[src/rtl/hazard_pkg.sv]
// Shared opcode constants, FSM state encoding and opcode-class decode
// helpers for the ID-stage hazard/stall controller.
package hazard_pkg;

    localparam logic [5:0] OP_RTYPE = 6'b000000;
    localparam logic [5:0] OP_LW    = 6'b100011;
    localparam logic [5:0] OP_SW    = 6'b101011;
    localparam logic [5:0] OP_BEQ   = 6'b000100;
    localparam logic [5:0] OP_BNE   = 6'b000101;
    localparam logic [5:0] OP_J     = 6'b000010;
    localparam logic [5:0] OP_JAL   = 6'b000011;

    typedef enum logic [1:0] {
        HOLD  = 2'd0,
        RUN   = 2'd1,
        STALL = 2'd2
    } state_t;

    function automatic logic is_branch(input logic [5:0] op);
        return (op == OP_BEQ) || (op == OP_BNE);
    endfunction

    function automatic logic is_jump(input logic [5:0] op);
        return (op == OP_J) || (op == OP_JAL);
    endfunction

    function automatic logic is_lw(input logic [5:0] op);
        return op == OP_LW;
    endfunction

    // $zero is never a real dependency, so a zero source never matches.
    function automatic logic src_match(input logic [4:0] rs, input logic [4:0] rt,
                                       input logic use_rt, input logic [4:0] rd);
        return ((rs != 5'd0) && (rs == rd)) ||
               (use_rt && (rt != 5'd0) && (rt == rd));
    endfunction

    function automatic logic [1:0] max_bub(input logic [1:0] a, input logic [1:0] b);
        return (a > b) ? a : b;
    endfunction

endpackage

[src/rtl/sat_counter.sv]
// Saturating up-counter with synchronous clear (clear wins over increment).
module sat_counter #(
    parameter int W = 16
) (
    input  logic         clk,
    input  logic         clr,
    input  logic         inc,
    output logic [W-1:0] q
);

    always_ff @(posedge clk) begin
        if (clr) begin
            q <= '0;
        end else if (inc && (q != '1)) begin
            q <= q + W'(1);
        end
    end

endmodule

[src/rtl/hazard_stall_ctrl.sv]
// ID-stage hazard unit: turns load-use / branch-operand hazards into counted
// bubble bursts, freezes on memory wait, flushes IF on taken branch/jump.
module hazard_stall_ctrl
    import hazard_pkg::*;
#(
    parameter int LD_USE_BUB = 2,
    parameter int BR_ALU_BUB = 1,
    parameter int BR_LD_BUB  = 2,
    parameter int HOLDOFF    = 1,
    parameter int CNT_W      = 16
) (
    input  logic             CLK,
    input  logic             RESET,
    input  logic             id_valid,
    input  logic [5:0]       id_opcode,
    input  logic [4:0]       id_rs,
    input  logic [4:0]       id_rt,
    input  logic [5:0]       ex_opcode,
    input  logic             ex_regwrite,
    input  logic [4:0]       ex_rd,
    input  logic [5:0]       mem_opcode,
    input  logic             mem_regwrite,
    input  logic [4:0]       mem_rd,
    input  logic             branch_taken,
    input  logic [1:0]       jump,
    input  logic             mem_busy,
    input  logic             cnt_clr,
    output logic             pc_write,
    output logic             ifid_write,
    output logic             if_flush,
    output logic             hazard_ctrl,
    output logic [CNT_W-1:0] stall_cnt,
    output logic [CNT_W-1:0] flush_cnt,
    output logic             busy
);

    localparam int HW = (HOLDOFF > 1) ? $clog2(HOLDOFF + 1) : 1;

    localparam logic [1:0] LD_USE_N  = 2'(LD_USE_BUB);
    localparam logic [1:0] LD_USE_M1 = 2'((LD_USE_BUB > 0) ? LD_USE_BUB - 1 : 0);
    localparam logic [1:0] BR_ALU_N  = 2'(BR_ALU_BUB);
    localparam logic [1:0] BR_LD_N   = 2'(BR_LD_BUB);
    localparam logic [1:0] BR_LD_M1  = 2'((BR_LD_BUB > 0) ? BR_LD_BUB - 1 : 0);

    state_t        state, state_n;
    logic [1:0]    bub_cnt, bub_n;
    logic [HW-1:0] hold_cnt, hold_n;
    logic [1:0]    need;

    logic id_br, id_jmp, use_rt;
    logic ex_ld, mem_ld, ex_alu;
    logic m_ex, m_mem;

    always_comb begin
        id_br  = is_branch(id_opcode);
        id_jmp = is_jump(id_opcode);
        use_rt = id_br || (id_opcode == OP_RTYPE);
        ex_ld  = ex_regwrite && is_lw(ex_opcode);
        mem_ld = mem_regwrite && is_lw(mem_opcode);
        ex_alu = ex_regwrite && !is_lw(ex_opcode) && !is_branch(ex_opcode)
                 && !is_jump(ex_opcode);
        m_ex   = src_match(id_rs, id_rt, use_rt, ex_rd);
        m_mem  = src_match(id_rs, id_rt, use_rt, mem_rd);
    end

    // Worst-case bubble depth over every producer/consumer pairing that applies.
    always_comb begin
        need = 2'd0;
        if (!RESET && (state == RUN) && id_valid && !mem_busy) begin
            if (id_br) begin
                if (ex_ld && m_ex)   need = max_bub(need, BR_LD_N);
                if (mem_ld && m_mem) need = max_bub(need, BR_LD_M1);
                if (ex_alu && m_ex)  need = max_bub(need, BR_ALU_N);
            end else if (!id_jmp) begin
                if (ex_ld && m_ex)   need = max_bub(need, LD_USE_N);
                if (mem_ld && m_mem) need = max_bub(need, LD_USE_M1);
            end
        end
    end

    always_ff @(posedge CLK) begin
        if (RESET) begin
            state    <= HOLD;
            bub_cnt  <= 2'd0;
            hold_cnt <= HW'(HOLDOFF);
        end else begin
            state    <= state_n;
            bub_cnt  <= bub_n;
            hold_cnt <= hold_n;
        end
    end

    always_comb begin
        state_n     = state;
        bub_n       = bub_cnt;
        hold_n      = hold_cnt;
        pc_write    = 1'b1;
        ifid_write  = 1'b1;
        if_flush    = 1'b0;
        hazard_ctrl = 1'b0;
        if (!RESET) begin
            case (state)
                HOLD: begin
                    if (hold_cnt != '0) hold_n = hold_cnt - HW'(1);
                    if (hold_cnt <= HW'(1)) state_n = RUN;
                end
                RUN: begin
                    if (mem_busy) begin
                        pc_write   = 1'b0;
                        ifid_write = 1'b0;
                    end else if (need != 2'd0) begin
                        pc_write    = 1'b0;
                        ifid_write  = 1'b0;
                        hazard_ctrl = 1'b1;
                        bub_n       = need - 2'd1;
                        if (need > 2'd1) state_n = STALL;
                    end else if (branch_taken || (jump != 2'b00)) begin
                        if_flush = 1'b1;
                    end
                end
                STALL: begin
                    if (mem_busy) begin
                        pc_write   = 1'b0;
                        ifid_write = 1'b0;
                    end else begin
                        pc_write    = 1'b0;
                        ifid_write  = 1'b0;
                        hazard_ctrl = 1'b1;
                        bub_n       = bub_cnt - 2'd1;
                        if (bub_cnt <= 2'd1) state_n = RUN;
                    end
                end
                default: state_n = HOLD;
            endcase
        end
    end

    assign busy = (state != RUN) || mem_busy;

    sat_counter #(.W(CNT_W)) u_stall_cnt (
        .clk (CLK),
        .clr (RESET | cnt_clr),
        .inc (hazard_ctrl),
        .q   (stall_cnt)
    );

    sat_counter #(.W(CNT_W)) u_flush_cnt (
        .clk (CLK),
        .clr (RESET | cnt_clr),
        .inc (if_flush),
        .q   (flush_cnt)
    );

endmodule

[config.mk]
export PLATFORM = sky130hd
export DESIGN_NAME = hazard_stall_ctrl
export DESIGN_NICKNAME = d
export VERILOG_FILES = /design/src/rtl/hazard_pkg.sv /design/src/rtl/sat_counter.sv /design/src/rtl/hazard_stall_ctrl.sv
export SDC_FILE = /design/constraint.sdc
export NUM_CORES = 1
export LEC_CHECK = 0
export CAP_MARGIN = 10
export CORE_MARGIN = 1.5
export CORE_UTILIZATION = 41
export CTS_CLUSTER_DIAMETER = 150
export DETAILED_ROUTE_END_ITERATION = 6
export GPL_ROUTABILITY_DRIVEN = 0
export GPL_TIMING_DRIVEN = 0
export MAX_ROUTING_LAYER = met4
export PLACE_DENSITY_LB_ADDON = 0.08
export SETUP_SLACK_MARGIN = 0.1
export SYNTH_ARGS = -nofsm -noshare
export SYNTH_HDL_FRONTEND = slang
export SYNTH_SLANG_ARGS = --single-unit
[constraint.sdc]
create_clock -name CLK -period 3.8 [get_ports CLK]
set_clock_uncertainty 0.15 [all_clocks]
set_input_delay 0.95 -clock CLK [delete_from_list [all_inputs] [get_ports CLK]]
set_output_delay 0.95 -clock CLK [all_outputs]
set_load 0.005 [all_outputs]
== After elaboration in Yosys (flattened, before gate mapping) ==
Index checks and enable logic that the tools add are counted.

* $add $sub $neg: 5
* Order comparisons: 6
* Eq/ne operators: 25
* Mux-type cells: 43
* Bitwise gates (word level): 1
* Reduce and logical (&&, ||, !) cells: 41

{| class="wikitable"
|+ Operator list
! operator !! number
|-
| $mux W2 || 26
|-
| $add A16 B1 Y16 const B || 2
|-
| $ne A16 B16 Y1 const B || 2
|-
| $eq A6 B2 Y1 const B || 4
|-
| $eq A6 B3 Y1 const B || 4
|-
| $eq A5 B5 Y1 || 4
|-
| $logic_and A1 B1 Y1 || 18
|-
| $mux W1 || 13
|-
| $eq A6 B6 Y1 const B || 2
|-
| $reduce_bool A5 Y1 || 2
|-
| $logic_or A1 B1 Y1 || 9
|-
| $gt A2 B1 Y1 const B || 4
|-
| $ne A2 B2 Y1 const B || 4
|-
| $logic_not A6 Y1 || 1
|-
| $ne A2 B1 Y1 const B || 3
|-
| $pmux W2 S3 || 1
|-
| $reduce_and A6 Y1 || 1
|-
| $reduce_bool A2 Y1 || 3
|-
| $logic_not A1 Y1 || 5
|-
| $pmux W1 S2 || 2
|-
| $pmux W2 S2 || 1
|-
| $reduce_and A4 Y1 || 1
|-
| $sub A2 B1 Y2 const B || 2
|-
| $eq A2 B1 Y1 const B || 1
|-
| 6 further kinds || 6
|}

* Flip-flop bits (word level): 37
* Input bits: 48

== Depth between registers and ports, before layout ==
* Depth in word-level cells: 26
* Depth in mapped cells: 16
* Mapped depth without buffers: 15

== Cells and area by module ==
A second synthesis with hierarchy kept.

* Cells, all modules: 323
* Area total of the unflattened synthesis: 2,673.8 um^2

{| class="wikitable"
|+ Modules (own cells, without submodules)
! module !! instances !! cells an instance !! area an instance (um^2) !! sequential area each (um^2)
|-
| sat_counter || 2 || 99 || 848.3 || 320.3
|-
| hazard_stall_ctrl || 1 || 125 || 977.2 || 80.1
|}

== Worst setup path after synthesis ==
No wires, ideal clock.

* Path kind: input to output
* Start: in id_rt[1]
* End: out pc_write
* Arrival time: 2.956 ns
* Slack: -0.256 ns
* Stages on the path: 9
* Buffers on the path: 1
* Cell sequence: or4_1 -> o211ai_2 -> nor3_2 -> or2_0 -> a221oi_2 -> inv_1 -> ha_1 -> a311o_1 -> buf_4

* Word-level cells in the longest chain between the ends: 23
* Elaborated cells on any way between the ends: 36
* Classes of those cells: order compare: 3; eq/ne: 2; mux: 21; reduce/logical: 10

{| class="wikitable"
|+ RTL lines
! element !! RTL line !! RTL
|-
| start: declaration || hazard_stall_ctrl.sv:17 || <nowiki>input logic [4:0] id_rt,</nowiki>
|-
| $reduce_bool A5 Y1 || hazard_pkg.sv:35 || <nowiki>(use_rt && (rt != 5'd0) && (rt == rd));</nowiki>
|-
| $logic_and A1 B1 Y1 (2 in series) || hazard_pkg.sv:35 ||
|-
| $logic_or A1 B1 Y1 || hazard_pkg.sv:34 || <nowiki>return ((rs != 5'd0) && (rs == rd)) ||</nowiki>
|-
| $logic_and A1 B1 Y1 || hazard_stall_ctrl.sv:71, hazard_stall_ctrl.sv:75 ||
|-
| $mux W2 || hazard_stall_ctrl.sv:71, hazard_stall_ctrl.sv:75 ||
|-
| $mux W2 || hazard_stall_ctrl.sv:70 || <nowiki>if (id_br) begin</nowiki>
|-
| $mux W2 || hazard_stall_ctrl.sv:69 || <nowiki>if (!RESET && (state == RUN) && id_valid && !mem_busy) begin</nowiki>
|-
| $gt A2 B1 Y1 || hazard_pkg.sv:39 || <nowiki>return (a > b) ? a : b;</nowiki>
|-
| (+5 left out) || n/a ||
|-
| $mux W2 || hazard_pkg.sv:39 ||
|-
| $mux W2 || hazard_stall_ctrl.sv:73 || <nowiki>if (ex_alu && m_ex) need = max_bub(need, BR_ALU_N);</nowiki>
|-
| $mux W2 (*) || hazard_stall_ctrl.sv:70 ||
|-
| $mux W2 (*) || hazard_stall_ctrl.sv:69 ||
|-
| $reduce_bool A2 Y1 (*) || hazard_stall_ctrl.sv:111 || <nowiki>end else if (need != 2'd0) begin</nowiki>
|-
| $mux W1 (*) (2 in series) || n/a ||
|-
| $pmux W1 S2 (*) || n/a ||
|-
| $mux W1 (*) || n/a ||
|-
| end: declaration || hazard_stall_ctrl.sv:28 || <nowiki>output logic pc_write,</nowiki>
|}

Every way passes the cells marked *; elsewhere a longest branch is shown, timed or not. The select of a mux whose other input is x is not followed.

== Worst setup path in the final report ==
* Start: in id_rt[2]
* End: out pc_write

* Word-level cells in the longest chain between the ends: 23
* Elaborated cells on any way between the ends: 36
* Classes of those cells: order compare: 3; eq/ne: 2; mux: 21; reduce/logical: 10

{| class="wikitable"
|+ RTL lines
! element !! RTL line !! RTL
|-
| $reduce_bool A5 Y1 || hazard_pkg.sv:35 ||
|-
| $logic_and A1 B1 Y1 (2 in series) || hazard_pkg.sv:35 ||
|-
| $logic_or A1 B1 Y1 || hazard_pkg.sv:34 ||
|-
| $logic_and A1 B1 Y1 || hazard_stall_ctrl.sv:71, hazard_stall_ctrl.sv:75 ||
|-
| $mux W2 || hazard_stall_ctrl.sv:71, hazard_stall_ctrl.sv:75 ||
|-
| $mux W2 || hazard_stall_ctrl.sv:70 ||
|-
| $mux W2 || hazard_stall_ctrl.sv:69 ||
|-
| $gt A2 B1 Y1 || hazard_pkg.sv:39 ||
|-
| (+6 left out) || n/a ||
|-
| $mux W2 || hazard_stall_ctrl.sv:73 ||
|-
| $mux W2 (*) || hazard_stall_ctrl.sv:70 ||
|-
| $mux W2 (*) || hazard_stall_ctrl.sv:69 ||
|-
| $reduce_bool A2 Y1 (*) || hazard_stall_ctrl.sv:111 ||
|-
| $mux W1 (*) || hazard_stall_ctrl.sv:111 ||
|-
| $mux W1 (*) || hazard_stall_ctrl.sv:108 || <nowiki>if (mem_busy) begin</nowiki>
|-
| $pmux W1 S2 (*) || hazard_stall_ctrl.sv:102 || <nowiki>case (state)</nowiki>
|-
| $mux W1 (*) || hazard_stall_ctrl.sv:101 || <nowiki>if (!RESET) begin</nowiki>
|}

Marked as above.

==> run metrics <==
RSZ-0062 raised after global routing true; first drt pass iteration count 4; layout cell share with drive strength beyond 1 0.223; clock sink count 36; Worst Hold Slack 352 ps; Max clock buf depth 2; num rows 27; initial antenna violation count 0; CTS buffer count 5; YS warnings 0; grt ovf 0; Multi-input gate area 0.00171 mm^2; Synth area leader dfxtp_1; Clock Pin Slew Worst Setup and Hold Paths 70 ps; Initial DRC Count 52; Synth Flop Type dfxtp_1; Synth Cell Area 0.00232 mm^2; Final Max Slew Viols 0; slew of the pin with the lowest slew margin 558 ps; Slew Limit Headroom 0.628; fill count 482; Ant. Diodes 0; Worst-Skew Late Latency 280 ps; DP Wirelength 4340 um; worst-path cell chain buf_8, or4_4, o211ai_4, nor3_4, or2_4, a221oi_4, inv_2, ha_4, a311o_1, buf_4, buf_6; Top Ports 85; crit path DAT 3160 ps; CP endpoint kind output pin; H-tree depth 2; Post-synth EDFFs 0; worst-path maximum fanout 3; total area of sequential cells 721 um^2; final wirelength 6110 um; largest net degree at the start of global routing 11; I/O Buffers 84; Req. time, crit path 2700 ps; CTS tree built; Max Fclk 235 MHz; post-place instance area 0.00325 mm^2; Avg Vias per Cell 5.09; cells after synthesis 275; post-synthesis sequential area ratio 0.311; Synth top area share 0.311; vias after detailed routing 2333; Post-route DRC 0; Syn-to-layout area delta 58.5%; Power Density 252 mW/mm^2; Starting Density 0.423; most frequent cells in the layout clkdlybuf4s50_1, dfxtp_1, nor2_1, xor2_1, nand2_1; max incr delay on CP 550 ps; Synth Net Count 333; ys async rst share 0; min cycle time layout 4260 ps; Root Buffer clkbuf_8; DRT antenna net count 0; Leak 1.36 nW; Hold Violations, Final 0; Slowest cell on crit path or4_4; period utilisation layout 1.12; path type of the worst setup path in -> out; dpl ws -1330 ps; vias in the first global route 2333; hold-fix buffer count after cts 0; syn_area_per_cell 8.43 um^2; first-pass GRT wire length 10400 um; Worst Setup Slack, final -456 ps; post-route cell area 0.00367 mm^2; Setup crit start kind input port; Max-Cap Viols 0; most common cell after layout, fill and taps aside clkdlybuf4s50_1; worst vdd ir 0.217 mV; Routed WL per cell 13.3 um; core area 0.00547 mm^2; Die X-Extent 78.2 um; Die ar. 0.00611 mm^2; Die Ht 78.2 um; status finished, violations left; nets@finish 443; Seq cells post-synth 36; failing checks negative setup slack; Yosys cell types 48; most area-consuming cells after synthesis dfxtp_1, xor2_1, xnor2_1, ha_1, nor2_1; Power, Total 0.927 mW; Final Setup Violations 6; All-Layer GR Usage 0.215; Hold Path Class reg -> reg
## critical path: cells and delay by family
kind / cells / cell delay, ps
and+or+nand+nor: 3 / 860
buffers and inverters: 4 / 400
AOI/OAI and AO/OA: 3 / 780
adders and majority gates: 1 / 160
## cell usage after synthesis (2+ instances only)
cell      number
dfxtp_1       36
nor2_1        30
xor2_1        23
nand2_1       19
xnor2_1       17
a21oi_1       14
o21ai_0       14
nand3_1       13
or3_1         11
ha_1          10
inv_1         10
and3_1         7
nand4_1        7
nor3_1         7
clkbuf_1       5
and4_1         4
mux2i_1        3
nor4_1         3
o211ai_1       3
or4_1          3
a311o_1        2
and2_1         2
nand2b_1       2
nor3_2         2
nor3b_1        2
o211ai_2       2
o31ai_1        2
or2_2          2
## state kept, by name, summed over array words and instances, names as in the netlist
name           cells
u_stall_cnt.q     16
bub_cnt            2
state              2
u_flush_cnt.q     16
## per-stage QoR
stage	setup TNS, ps	utilization	instances
6_report	-1430	0.671	458
5_1_grt	-2360	0.671	458
4_1_cts	-2400	0.667	459
3_5_place_dp	-15670	0.595	431
3_3_place_gp	-15940	0.595	431
2_1_floorplan	-268	-	275
## cells by family (layout without fill, tap and decap cells)
logic type	after synthesis	after routing	synth area share
AND/OR/NAND/NOR	119	119	0.276
AO/OA/AOI/OAI	46	46	0.148
XOR/XNOR	40	40	0.151
flip-flops	36	36	0.311
buffers and inverters	20	131	0.0421
adder cells (fa/ha/maj)	10	10	0.0540
multiplexers	4	4	0.0178
## per-layer routing
layer,vias to the layer above,wire (um),global-route usage
met5,-,0,-
met2,53,3060,0.383
met4,0,102,0.0661
met1,1078,2680,0.240
met3,10,263,0.0453
li1,1192,-,-
## worst paths after layout
kind                          start                 to  slack (ps)  cells after the start
hold / removal    u_stall_cnt.q[11]  u_stall_cnt.q[11]         350                      2
hold reg to reg   u_stall_cnt.q[11]  u_stall_cnt.q[11]         350                      2
setup / recovery           id_rt[2]           pc_write        -460                     11
setup reg to reg           state[1]   u_flush_cnt.q[7]         560                     19
## power by group
| group | internal [mW] | switching, mW | leakage [nW] |
|---|---|---|---|
| Combinational | 0.129 | 0.124 | 1.03 |
| Sequential | 0.390 | 0.0113 | 0.290 |
| Clock | 0.148 | 0.125 | 0.0455 |
## area by class of cell
type / count / share of cell area
inverter: 10 / 0.0102
buffer: 9 / 0.0170
tap: 72 / 0.0245
clock buffer: 8 / 0.0245
timing repair buffer: 104 / 0.263
multi-input combinational: 219 / 0.464
sequential: 36 / 0.196
## timing repair
action	4_1_cts	5_1_grt
setup endpoints to repair	23	33
gates cloned	0	0
buffers inserted	21	5
pin swaps	24	25
resized for setup	116	31
(Power assumes the default switching activity.)
